### src/rtl/wb_slave_decoder_n_pkg.sv
// Shared types and default memory map for the Wishbone slave decoder.
package wb_slave_decoder_n_pkg;

  typedef enum logic [1:0] {
    ST_IDLE = 2'd0,
    ST_REQ  = 2'd1,
    ST_WAIT = 2'd2,
    ST_ERR  = 2'd3
  } wb_state_e;

  // Default SoC map: slave0 BRAM, slave1 BROM, slave2 SDRAM, slave3 MMAP
  localparam logic [31:0] MAP_BRAM_BASE  = 32'h0000_0000;
  localparam logic [31:0] MAP_BRAM_MASK  = 32'hFFFF_0000;
  localparam logic [31:0] MAP_BROM_BASE  = 32'h0001_0000;
  localparam logic [31:0] MAP_BROM_MASK  = 32'hFFFF_0000;
  localparam logic [31:0] MAP_SDRAM_BASE = 32'h8000_0000;
  localparam logic [31:0] MAP_SDRAM_MASK = 32'hFF00_0000;
  localparam logic [31:0] MAP_MMAP_BASE  = 32'h4000_0000;
  localparam logic [31:0] MAP_MMAP_MASK  = 32'hFF80_0000;

  // Packed with slave i at [i*32 +: 32], so the highest index sits leftmost
  localparam logic [127:0] DEF_SLV_BASE =
    {MAP_MMAP_BASE, MAP_SDRAM_BASE, MAP_BROM_BASE, MAP_BRAM_BASE};
  localparam logic [127:0] DEF_SLV_MASK =
    {MAP_MMAP_MASK, MAP_SDRAM_MASK, MAP_BROM_MASK, MAP_BRAM_MASK};

endpackage

### src/rtl/wb_slave_decoder_n_addr_decode.sv
// Combinational base/mask matcher; the lowest matching slave index wins.
module wb_slave_decoder_n_addr_decode #(
  parameter int                 NSLV     = 4,
  parameter int                 AW       = 32,
  parameter int                 IW       = 2,
  parameter logic [NSLV*AW-1:0] SLV_BASE = '0,
  parameter logic [NSLV*AW-1:0] SLV_MASK = '0
) (
  input  logic [AW-1:0] addr_i,
  output logic          hit_o,
  output logic [IW-1:0] idx_o
);

  // Walk from the top index down so a lower-index match overrides a higher one
  always_comb begin
    hit_o = 1'b0;
    idx_o = '0;
    for (int i = NSLV - 1; i >= 0; i--) begin
      if ((addr_i & SLV_MASK[i*AW +: AW]) == SLV_BASE[i*AW +: AW]) begin
        hit_o = 1'b1;
        idx_o = IW'(i);
      end
    end
  end

endmodule

### src/rtl/wb_slave_decoder_n.sv
// Single-master pipelined Wishbone decoder: routes one outstanding transfer to
// the slave whose window matches, errors unmapped or timed-out accesses and
// keeps the last faulting address for software.
//
// state | meaning
// IDLE  | no transfer in flight; a cyc&stb request is latched and decoded
// REQ   | selected slave sees cyc+stb until it stops stalling
// WAIT  | slave took the request (stb low, cyc high); waiting for its ack
// ERR   | one-cycle error response for an unmapped or timed-out access
module wb_slave_decoder_n
  import wb_slave_decoder_n_pkg::*;
#(
  parameter int                 NSLV     = 4,
  parameter int                 AW       = 32,
  parameter int                 DW       = 32,
  parameter logic [NSLV*AW-1:0] SLV_BASE = DEF_SLV_BASE,
  parameter logic [NSLV*AW-1:0] SLV_MASK = DEF_SLV_MASK,
  parameter int                 TIMEOUT  = 255
) (
  input  logic                 i_clk,
  input  logic                 i_rst,
  input  logic                 i_wb_cyc,
  input  logic                 i_wb_stb,
  input  logic                 i_wb_we,
  input  logic [AW-1:0]        i_wb_addr,
  input  logic [DW-1:0]        i_wb_data,
  input  logic [DW/8-1:0]      i_wb_sel,
  output logic                 o_wb_stall,
  output logic                 o_wb_ack,
  output logic                 o_wb_err,
  output logic [DW-1:0]        o_wb_data,
  output logic [NSLV-1:0]      o_s_cyc,
  output logic [NSLV-1:0]      o_s_stb,
  output logic                 o_s_we,
  output logic [AW-1:0]        o_s_addr,
  output logic [DW-1:0]        o_s_data,
  output logic [DW/8-1:0]      o_s_sel,
  input  logic [NSLV-1:0]      i_s_stall,
  input  logic [NSLV-1:0]      i_s_ack,
  input  logic [NSLV*DW-1:0]   i_s_data,
  output logic [AW-1:0]        o_err_addr,
  output logic                 o_err_valid,
  input  logic                 i_err_clr
);

  localparam int IW = (NSLV > 1) ? $clog2(NSLV) : 1;
  localparam int TW = (TIMEOUT > 1) ? $clog2(TIMEOUT + 1) : 1;

  wb_state_e       state_q;
  logic [AW-1:0]   addr_q;
  logic [DW-1:0]   wdata_q;
  logic [DW/8-1:0] sel_q;
  logic            we_q;
  logic [IW-1:0]   idx_q;
  logic [NSLV-1:0] s_cyc_q;
  logic [NSLV-1:0] s_stb_q;
  logic            ack_q;
  logic            err_q;
  logic [DW-1:0]   rdata_q;
  logic [TW-1:0]   tmo_q;
  logic [AW-1:0]   err_addr_q;
  logic            err_valid_q;

  logic            dec_hit;
  logic [IW-1:0]   dec_idx;
  logic [NSLV-1:0] dec_onehot;
  logic            sel_stall;
  logic            sel_ack;
  logic [DW-1:0]   sel_rdata;
  logic            tmo_hit;

  wb_slave_decoder_n_addr_decode #(
    .NSLV     (NSLV),
    .AW       (AW),
    .IW       (IW),
    .SLV_BASE (SLV_BASE),
    .SLV_MASK (SLV_MASK)
  ) u_decode (
    .addr_i (i_wb_addr),
    .hit_o  (dec_hit),
    .idx_o  (dec_idx)
  );

  assign dec_onehot = NSLV'(1) << dec_idx;

  // Only the latched slave's handshake is observed; others are ignored
  assign sel_stall = i_s_stall[idx_q];
  assign sel_ack   = i_s_ack[idx_q];
  assign sel_rdata = i_s_data[int'(idx_q)*DW +: DW];

  // Down-counter loaded with TIMEOUT on entry to REQ; terminal count is 1 so
  // the error fires after exactly TIMEOUT REQ/WAIT cycles. TIMEOUT=0 disables.
  assign tmo_hit = (TIMEOUT != 0) && (tmo_q == TW'(1));

  // Transfer FSM with latched request, response, timeout and error capture
  always_ff @(posedge i_clk) begin
    if (i_rst) begin
      state_q     <= ST_IDLE;
      addr_q      <= '0;
      wdata_q     <= '0;
      sel_q       <= '0;
      we_q        <= 1'b0;
      idx_q       <= '0;
      s_cyc_q     <= '0;
      s_stb_q     <= '0;
      ack_q       <= 1'b0;
      err_q       <= 1'b0;
      rdata_q     <= '0;
      tmo_q       <= '0;
      err_addr_q  <= '0;
      err_valid_q <= 1'b0;
    end else begin
      ack_q   <= 1'b0;
      err_q   <= 1'b0;
      rdata_q <= '0;
      // A set later in this block overrides the clear
      if (i_err_clr) err_valid_q <= 1'b0;

      case (state_q)
        ST_IDLE: begin
          if (i_wb_cyc && i_wb_stb) begin
            addr_q  <= i_wb_addr;
            wdata_q <= i_wb_data;
            sel_q   <= i_wb_sel;
            we_q    <= i_wb_we;
            idx_q   <= dec_idx;
            if (dec_hit) begin
              state_q <= ST_REQ;
              s_cyc_q <= dec_onehot;
              s_stb_q <= dec_onehot;
              tmo_q   <= TW'(TIMEOUT);
            end else begin
              state_q     <= ST_ERR;
              err_q       <= 1'b1;
              err_addr_q  <= i_wb_addr;
              err_valid_q <= 1'b1;
            end
          end
        end

        ST_REQ, ST_WAIT: begin
          tmo_q <= tmo_q - TW'(1);
          if (!i_wb_cyc) begin
            state_q <= ST_IDLE;
            s_cyc_q <= '0;
            s_stb_q <= '0;
          end else if (sel_ack) begin
            state_q <= ST_IDLE;
            s_cyc_q <= '0;
            s_stb_q <= '0;
            ack_q   <= 1'b1;
            rdata_q <= sel_rdata;
          end else if (tmo_hit) begin
            state_q     <= ST_ERR;
            s_cyc_q     <= '0;
            s_stb_q     <= '0;
            err_q       <= 1'b1;
            err_addr_q  <= addr_q;
            err_valid_q <= 1'b1;
          end else if ((state_q == ST_REQ) && !sel_stall) begin
            state_q <= ST_WAIT;
            s_stb_q <= '0;
          end
        end

        ST_ERR: begin
          state_q <= ST_IDLE;
        end

        default: begin
          state_q <= ST_IDLE;
        end
      endcase
    end
  end

  assign o_wb_stall  = (state_q != ST_IDLE);
  assign o_wb_ack    = ack_q;
  assign o_wb_err    = err_q;
  assign o_wb_data   = rdata_q;
  // Master abort must reach the slaves in the same cycle
  assign o_s_cyc     = s_cyc_q & {NSLV{i_wb_cyc}};
  assign o_s_stb     = s_stb_q & {NSLV{i_wb_cyc}};
  assign o_s_we      = we_q;
  assign o_s_addr    = addr_q;
  assign o_s_data    = wdata_q;
  assign o_s_sel     = sel_q;
  assign o_err_addr  = err_addr_q;
  assign o_err_valid = err_valid_q;

endmodule

### config.mk
export PLATFORM = sky130hd
export DESIGN_NAME = wb_slave_decoder_n
export DESIGN_NICKNAME = d
export VERILOG_FILES = /design/src/rtl/wb_slave_decoder_n_pkg.sv /design/src/rtl/wb_slave_decoder_n_addr_decode.sv /design/src/rtl/wb_slave_decoder_n.sv
export SDC_FILE = /design/constraint.sdc
export NUM_CORES = 1
export LEC_CHECK = 0
export BUFFER_PORTS_ARGS = -buffer_cell sky130_fd_sc_hd__buf_4
export CAP_MARGIN = 20
export CELL_PAD_IN_SITES_DETAIL_PLACEMENT = 0
export CELL_PAD_IN_SITES_GLOBAL_PLACEMENT = 1
export CORE_MARGIN = 1
export CORE_UTILIZATION = 25
export CTS_CLUSTER_SIZE = 10
export DETAILED_ROUTE_END_ITERATION = 16
export PLACE_DENSITY_LB_ADDON = 0.1
export SLEW_MARGIN = 30
export SYNTH_ARGS = -nofsm -noshare
export SYNTH_HDL_FRONTEND = slang
export SYNTH_SLANG_ARGS = --single-unit
### constraint.sdc
create_clock -name i_clk -period 3.3 [get_ports i_clk]
set_input_delay 0.66 -clock i_clk [delete_from_list [all_inputs] [get_ports i_clk]]
set_output_delay 0.66 -clock i_clk [all_outputs]
set_load 0.05 [all_outputs]
==> reports/summary.md, run 1 <==
The post-CTS repair timing setup buffer count is 0. In this run the critical register-to-register path is launched from state_q[0]. The worst setup path is launched from a flop.

The count of antenna-violating nets left after detailed routing is 0, and the count of nets after finishing is 1268. Global routing used 5.457% of the available met3 tracks. Among all flip-flop cells after synthesis, the most frequent one is dfxtp_1. The tool flagged a number of max-cap violations equal to 0.

After global routing the overflow that remains totals 0. Initial core utilization: 25.37%. The fraction of registers with async set/reset is 0%. The number of hold violations in the final report came out at 0.

The overall routed net length came out at 26880 um. The destination of the worst hold path was o_s_sel[1]. For this run, global-route usage on met1 was measured as 21.70%. Setup violations remaining at the end of the flow were counted as 0. For this run, the detailed router's first-pass iteration total came to 4. Counting flops and latches in the post-synthesis netlist gives 156. The tree built by TritonCTS fans out to 156 sinks.

In this run the static leakage power is 4.388 nW. For the largest clock skew in the final design, the log shows 0.01776 ns. TritonCTS built the clock tree. The count of boundary I/O pins is 355. Among all stages on the critical path, the largest delay is contributed by ha_2.

In the global route stage, met2 resource usage came out at 31.08%. In this run, post-CTS repair resized a total of 0 instances. The worst path uses 71.94% of the clock period. The critical path goes through inv_1 > ha_2 > buf_4 > buf_4 > mux2i_1 > a211oi_2. The slew of the pin with the lowest slew margin is 0.7108 ns. After legalization and detailed placement, the total HPWL measured 19640 um. The cell row count is 61. The critical hold path startpoint was o_s_sel[1].

The first global-routing pass estimated 39250 um of wire. The class of the worst hold path is reg -> reg. The critical path is of the reg -> reg type. Setup repair after global routing left no endpoint under its margin.

The routed length per instance was 18.61 um; the height of the die was 169.7 um. The final critical delay including setup and external delays is 2.374 ns. The antenna diode count is 0, and the routability congestion estimate is 0.7268. The die outline area was 28790 um^2. Overall fraction of global-route tracks in use: 18.00%. Dividing total power by cell area gives a power density of 798.5 nW/um^2. The proportion of layout cells with a drive suffix above 1 was 45.31%.

The count of flip-flops with a built-in enable after synthesis came out at 0. The run finished with clean final reports. The largest stage delay on the critical path is 0.56 ns, and the initial detailed-routing violation count is 301. For this run, design rule violations remaining after detail routing come to 0. For this run, the number of Yosys warnings is 0. In this run the tool buffered the top-level ports with 354 buffer cells. The initial antenna violation count is 0, and the later-pin clock latency in the skew report is 0.43 ns.

For the number of max-slew violations in the final report, the log shows 0. met2 is the most crowded layer. The most frequent cell on the critical path was buf_4.

Buffer and inverter count on the worst path: 3. After detailed placement, the design holds a cell count of 1412. Synthesis instantiated 53 different standard cells from the library.

The logs give 54 for the maximum number of pins on one net before global-route repair and 0 for the number of hold buffers added after cts. The cell depth of the worst hold path works out to 2. At the worst endpoint, the arrival time is 2.65 ns.

The worst register-to-register path ends at o_err_addr[18]. The clock passes through at most 2 buffers. For the worst setup path, the data required time is 3.58 ns. The worst register-to-register path has a depth of 6. The floorplan step defined a core boundary enclosing 27710 um^2. The cell area that synthesis handed to floorplanning was 7028 um^2.

Detailed routing inserted a total of 6569 vias. Among cell families on the critical path, the largest total delay comes from buffers and inverters. The count of cells in the finished layout, fillers not included, comes to 1444. The tree is rooted in a clkbuf_16. The tools report the post-synthesis sequential area ratio as 44.44%. The area growth from synthesis to layout is 51.01%.

Buffers inserted during clock tree synthesis total 17. Across all register-to-register paths, the minimum setup slack is 0.93 ns. For the relative slew slack, the log shows 52.61%. Counting every net in the synthesized netlist gives 939. The number of global-route vias before repair is 6443, and the top fanout value on the critical path is 17. STA classifies the critical path endpoint as a flop.

Synthesis produced 724 cells. Summed over all failing endpoints, the final setup total negative slack is 0 ns. For this run, the top clock speed supported by timing is 421.2 MHz. The clock slew seen by the registers of the worst setup and hold paths was 0.08 ns. The width of the die works out to 169.7 um.

The synthesized area per cell works out to 9.707 um^2. Number of levels in the clock H-tree: 4. The worst-case IR drop observed on VDD is 519.2 uV. Detail-routed via count per cell: 4.549.
-- worst reg2reg max path: stages, from the launching register on --
cell and delay (ns):
dfxtp_1 0.39, inv_1 0.06, ha_2 0.56, buf_4 0.41, buf_4 0.38, mux2i_1 0.32, a211oi_2 0.10
-- power by group --
| part | switching (W) | leakage (nW) | internal, W | total (W) |
|---|---|---|---|---|
| Clock | 0.000949 | 0.300 | 0.00111 | 0.00206 |
| Combinational | 0.00258 | 2.81 | 0.00144 | 0.00402 |
| Sequential | 0.000193 | 1.27 | 0.00220 | 0.00240 |
-- per-layer routing --
layer / share of wire, % / vias up
li1: - / 3225
met1: 41 / 3114
met5: 0 / -
met4: 0.70 / 0
met2: 50 / 216
met3: 8.1 / 14
-- sequential cells by signal, summed over array words and instances, names as in the netlist, 4 cells and up --
register / flops
o_err_addr: 32
o_s_addr: 32
o_s_data: 32
o_wb_data: 32
tmo_q: 8
o_s_sel: 4
s_cyc_q: 4
s_stb_q: 4
-- logic make-up after synthesis --
| logic type | synth area share [%] |
|---|---|
| simple gates | 16.52 |
| compound gates | 17.27 |
| flops | 44.44 |
| mux | 16.24 |
| buf+inv | 4.647 |
| fa+ha+maj | 0.8902 |
-- cell usage in the layout (no fill, tap or decap), drive strengths merged, types with 2 or more instances in the layout --
master and n:
nor2b 32, a221oi 2, o31ai 2, o211ai 2, o22ai 3, a21oi 104, mux4 33, o21ai 8
and2 11, a31oi 2, o21a 5, nor2 10, clkinv 3, ha 5, and3 4, inv 19
nor4 5, o2111ai 3, nand3 5, mux2i 36, nand2 156, clkbuf 18, nor3 10, nand2b 5
buf 370, mux2 3, nor3b 3, dfxtp 156, a211oi 35
-- stage by stage --
| step | total power [W] | util [%] | area (um^2) | hold WS [ns] | setup slack (ns) |
|---|---|---|---|---|---|
| final | 0.008474 | 38.31 | 10610 | 0.4566 | 0.9258 |
| after global routing | 0.008947 | 38.31 | 10610 | 0.4569 | 0.7336 |
| after CTS | 0.008612 | 38.31 | 10610 | 0.4481 | 0.8990 |
| after detailed placement | 0.006506 | 36.11 | 10000 | 0.4478 | 0.6044 |
| after global placement | 0.006518 | 36.11 | 10000 | 0.4443 | 0.6868 |
| after floorplan | 0.005402 | - | 7028 | 0.4301 | 1.126 |
-- cells in the mapped netlist, types with 5 or more instances --
master,count,area (um^2)
o21a_1,5,37.54
mux2i_1,35,350.3
inv_1,9,33.78
mux4_2,33,743.2
ha_1,5,62.56
nor2b_1,32,200.2
dfxtp_1,156,3123
nand2_1,155,581.8
and2_1,10,62.56
clkbuf_1,44,165.2
buf_6,7,78.83
o21ai_0,8,40.04
nand2b_1,5,31.28
nor3_1,10,50.05
a211oi_2,31,387.9
nor2_1,10,37.54
a21oi_1,104,520.5
-- worst max-delay path by stage --
stage / startpoint / endpoint / slack (ns) / cells past startpoint
6_report: state_q[0] / o_err_addr[18] / 0.93 / 6
3_3_place_gp: i_wb_addr[26] / o_err_addr[31] / 0.69 / 7
2_1_floorplan: i_wb_addr[26] / o_err_addr[10] / 1.13 / 8
3_5_place_dp: i_wb_addr[26] / o_err_addr[31] / 0.60 / 7
4_1_cts: state_q[0] / o_err_addr[12] / 0.90 / 6
5_1_grt: state_q[0] / s_cyc_q[1] / 0.73 / 7
-- area by class of cell --
cell class | count | area [um^2]
Clock buffer | 18 | 439.2
Tap cell | 378 | 473.0
Timing Repair Buffer | 370 | 2778
Fill cell | 2898 | 17090
Sequential cell | 156 | 3126
Inverter | 9 | 33.78
Clock inverter | 14 | 168.9
Multi-Input combinational cell | 499 | 3595
No activity file was read; power rests on OpenSTA's default activity.
==> run 2: changes to the inputs <==
==> constraint.sdc (replaced) <==
create_clock -name i_clk -period 2.1 [get_ports i_clk]
set_input_delay 0.42 -clock i_clk [delete_from_list [all_inputs] [get_ports i_clk]]
set_output_delay 0.42 -clock i_clk [all_outputs]
set_load 0.05 [all_outputs]
==> run 2 against run 1 <==
Via count up 1.4%. Largest power group unchanged. Register-to-register slack worse by 0.84 ns. Combinational power up 67%. Die area unchanged. Hold slack worse by 0.22 ns. Cell area up 2.3%. Global-route usage up 0.46 points. Sequential share of layout area down 0.64 points. Largest cell class unchanged. Sequential cell count unchanged. Sequential power up 56%.
==> reports/summary.md, run 2 (synthesis gave the netlist of run 1 again) <==
Based on the critical path, the design can be clocked at up to 495.3 MHz. Storage element area: 3127 um^2 (about the same). The tools report the routability congestion estimate as 0.7720 (+6.2%). For the later-pin clock latency in the skew report, the log shows 0.43 ns (about the same). The tools report the number of levels in the clock H-tree as 4 (unchanged). The number of hold violations in the final report is 0 (unchanged).

The width of the die works out to 169.7 um (unchanged). The logs give 10850 um^2 (+2.3%) for the area of all placed cells without fillers and 17 (unchanged) for the number of buffers created by CTS. The cell leakage power was 4.520 nW (+3.0%).

The routed design could run at a clock period as short as 2.019 ns. Initial antenna violation count: 0 (unchanged). The height of the die was 169.7 um (unchanged).

The CTS root buffer is clkbuf_16. The tools report the largest clock skew in the final design as 0.01770 ns (-0.00006540 ns). Slew of the pin with the lowest slew margin: 0.6016 ns (-0.1092 ns).

The logs give 25.37% (unchanged) for the initial core utilization and 2871 (-0.93%) for the filler cell count. Leaving out fill and tap cells, the most frequent cells in the layout are buf_4, nand2_1, dfxtp_1, a21oi_1, mux2i_1. The residual overflow from global routing is 0 (unchanged), and the routed length per instance is 18.56 um (-0.28%). The run gives 1288 (+1.6%) as the count of nets after finishing. The count of boundary I/O pins was 355 (unchanged); the number of max-slew violations in the final report was 0 (unchanged). The critical path is of the reg -> out type.

The tools report the post-detailed-route DRC marker count as 0 (unchanged). The core region area is 27710 um^2 (unchanged), and the quantity of I/O buffers inserted on ports is 354 (unchanged). The slack of the worst reg-to-reg path was 0.09 ns (-0.84 ns). Type of destination of the critical path: a primary output.

TritonCTS built the clock tree. The required time reported for the critical path endpoint came out at 1.68 ns (-1.90 ns). The cell row count came out at 61 (unchanged). The run finished with clean final reports. The tools report the antenna diode count as 0 (unchanged). The via count came out at 6659 (+1.4%). The tools report the count of antenna-violating nets left after detailed routing as 0 (unchanged). The number of hold buffers added after cts is 0 (unchanged). From synthesis to final layout, the design area changed by 54.42%.

The proportion of layout cells with a drive suffix above 1 was 46.59% (+1.3 points); the first-pass detailed-route iteration total was 4 (unchanged). The tools report the capturing instance or port of the critical path as o_wb_stall. The logic depth of the worst register-to-register path came out at 5 (-1). In this run the critical register-to-register path is launched from idx_q[0].

The clock slew seen by the registers of the worst setup and hold paths was 0.08 ns (about the same). The power density over cell area was 1261 nW/um^2 (+58%); the number of global-route vias before repair was 6706 (+4.1%). The tools report the maximum number of pins on one net before global-route repair as 57 (+5.6%). Final-report setup violation count: 0 (unchanged). The TritonCTS sink count was 156 (unchanged). The logs give 3613 um^2 (+0.52%) for the footprint of the multi-input gates and 10210 um^2 (+2.1%) for the post-placement cell area. The die outline area was 28790 um^2 (unchanged); the worst setup margin was 0.08094 ns (-0.8449 ns). The tools report the worst slack at placement as -0.1335 ns (-0.7379 ns). The detail-routed via count per cell was 4.548 (about the same). For the relative slew slack, the log shows 59.89% (+7.3 points).

The data arrival time of the critical path is 1.60 ns (-1.05 ns). The max-cap violation count came out at 0 (unchanged). The worst setup path is launched from a flop. The initial detailed-routing violation count was 301 (unchanged); the worst IR drop on VDD was 864.3 uV (+66%).

The smallest hold slack is 0.2324 ns (-0.2242 ns). The path class of the tightest hold or removal check is in -> reg. The logs give 19760 um (+0.60%) for the half-perimeter wire length of the detailed placement result and 27180 um (+1.1%) for the overall routed net length.

The clock tree buffer depth was 2 (unchanged). Setup repair after global routing could not meet its margin everywhere. The run gives 39960 um (+1.8%) as the global-route wire length before repair.

The overall fraction of global-route tracks in use was 18.46% (+0.46 points); the top fanout value on the critical path was 6 (-11). The endpoint identified for the worst register-to-register timing path is o_err_addr[31]. The final critical path takes up 96.15% of the cycle. Commonest non-fill, non-tap cell in the layout: buf_4. Post-CTS repair timing setup buffer count: 0 (unchanged). Tracing the worst setup path back leads to its startpoint at state_q[0].
## run 2: through the flow
stage               cells  total power, W  util, %    TNS, ns
floorplan             724        0.008489        -          0
finish               1464         0.01369    39.17          0
global route         1464         0.01445    39.17  -0.002817
CTS                  1464         0.01387    39.13          0
detailed placement   1431         0.01046    36.85     -3.720
global placement     1431         0.01046    36.85     -3.783
## run 2: worst max-delay path, cell delays in order, from the launching register on
cell     delay, ns
dfxtp_2       0.36
inv_1         0.05
ha_2          0.17
buf_4         0.16
inv_1         0.10
buf_4         0.18
buf_8         0.15
## run 2: worst min-delay path by stage
stage	from	to	slack, ns	depth (start not counted)
after floorplan	s_cyc_q[0]	s_cyc_q[0]	0.43	2
after global placement	o_s_data[15]	o_s_data[15]	0.44	2
after detailed placement	o_s_data[10]	o_s_data[10]	0.45	2
after CTS	i_wb_we	o_s_we	0.20	3
after global routing	i_wb_we	o_s_we	0.21	3
final	i_wb_data[28]	o_s_data[28]	0.23	3
## run 2: cell type report
| class | instances | area share (%) |
|---|---|---|
| clock inverters | 14 | 1.556 |
| flip-flops and latches | 156 | 28.81 |
| repair buffers | 389 | 27.62 |
| well taps | 378 | 4.358 |
| multi-input cells | 500 | 33.29 |
| inverters | 9 | 0.3113 |
| clock buffers | 18 | 4.047 |
## run 2: metal layers
metal / share of wire [%] / track usage (%)
met5: 0 / 0
met4: 1.5 / 5.562
met3: 8.0 / 5.667
met2: 50 / 32.23
met1: 41 / 21.52
## run 2: what timing repair did
action                     CTS  global route
gates resized for setup      5             3
setup endpoints to repair   40            22
cloned                       1             0
## run 2: power breakdown
group	leakage (nW)	switching (W)	internal [W]
clock	0.300	0.00147	0.00174
combinational	2.95	0.00421	0.00251
sequential	1.27	0.000287	0.00347
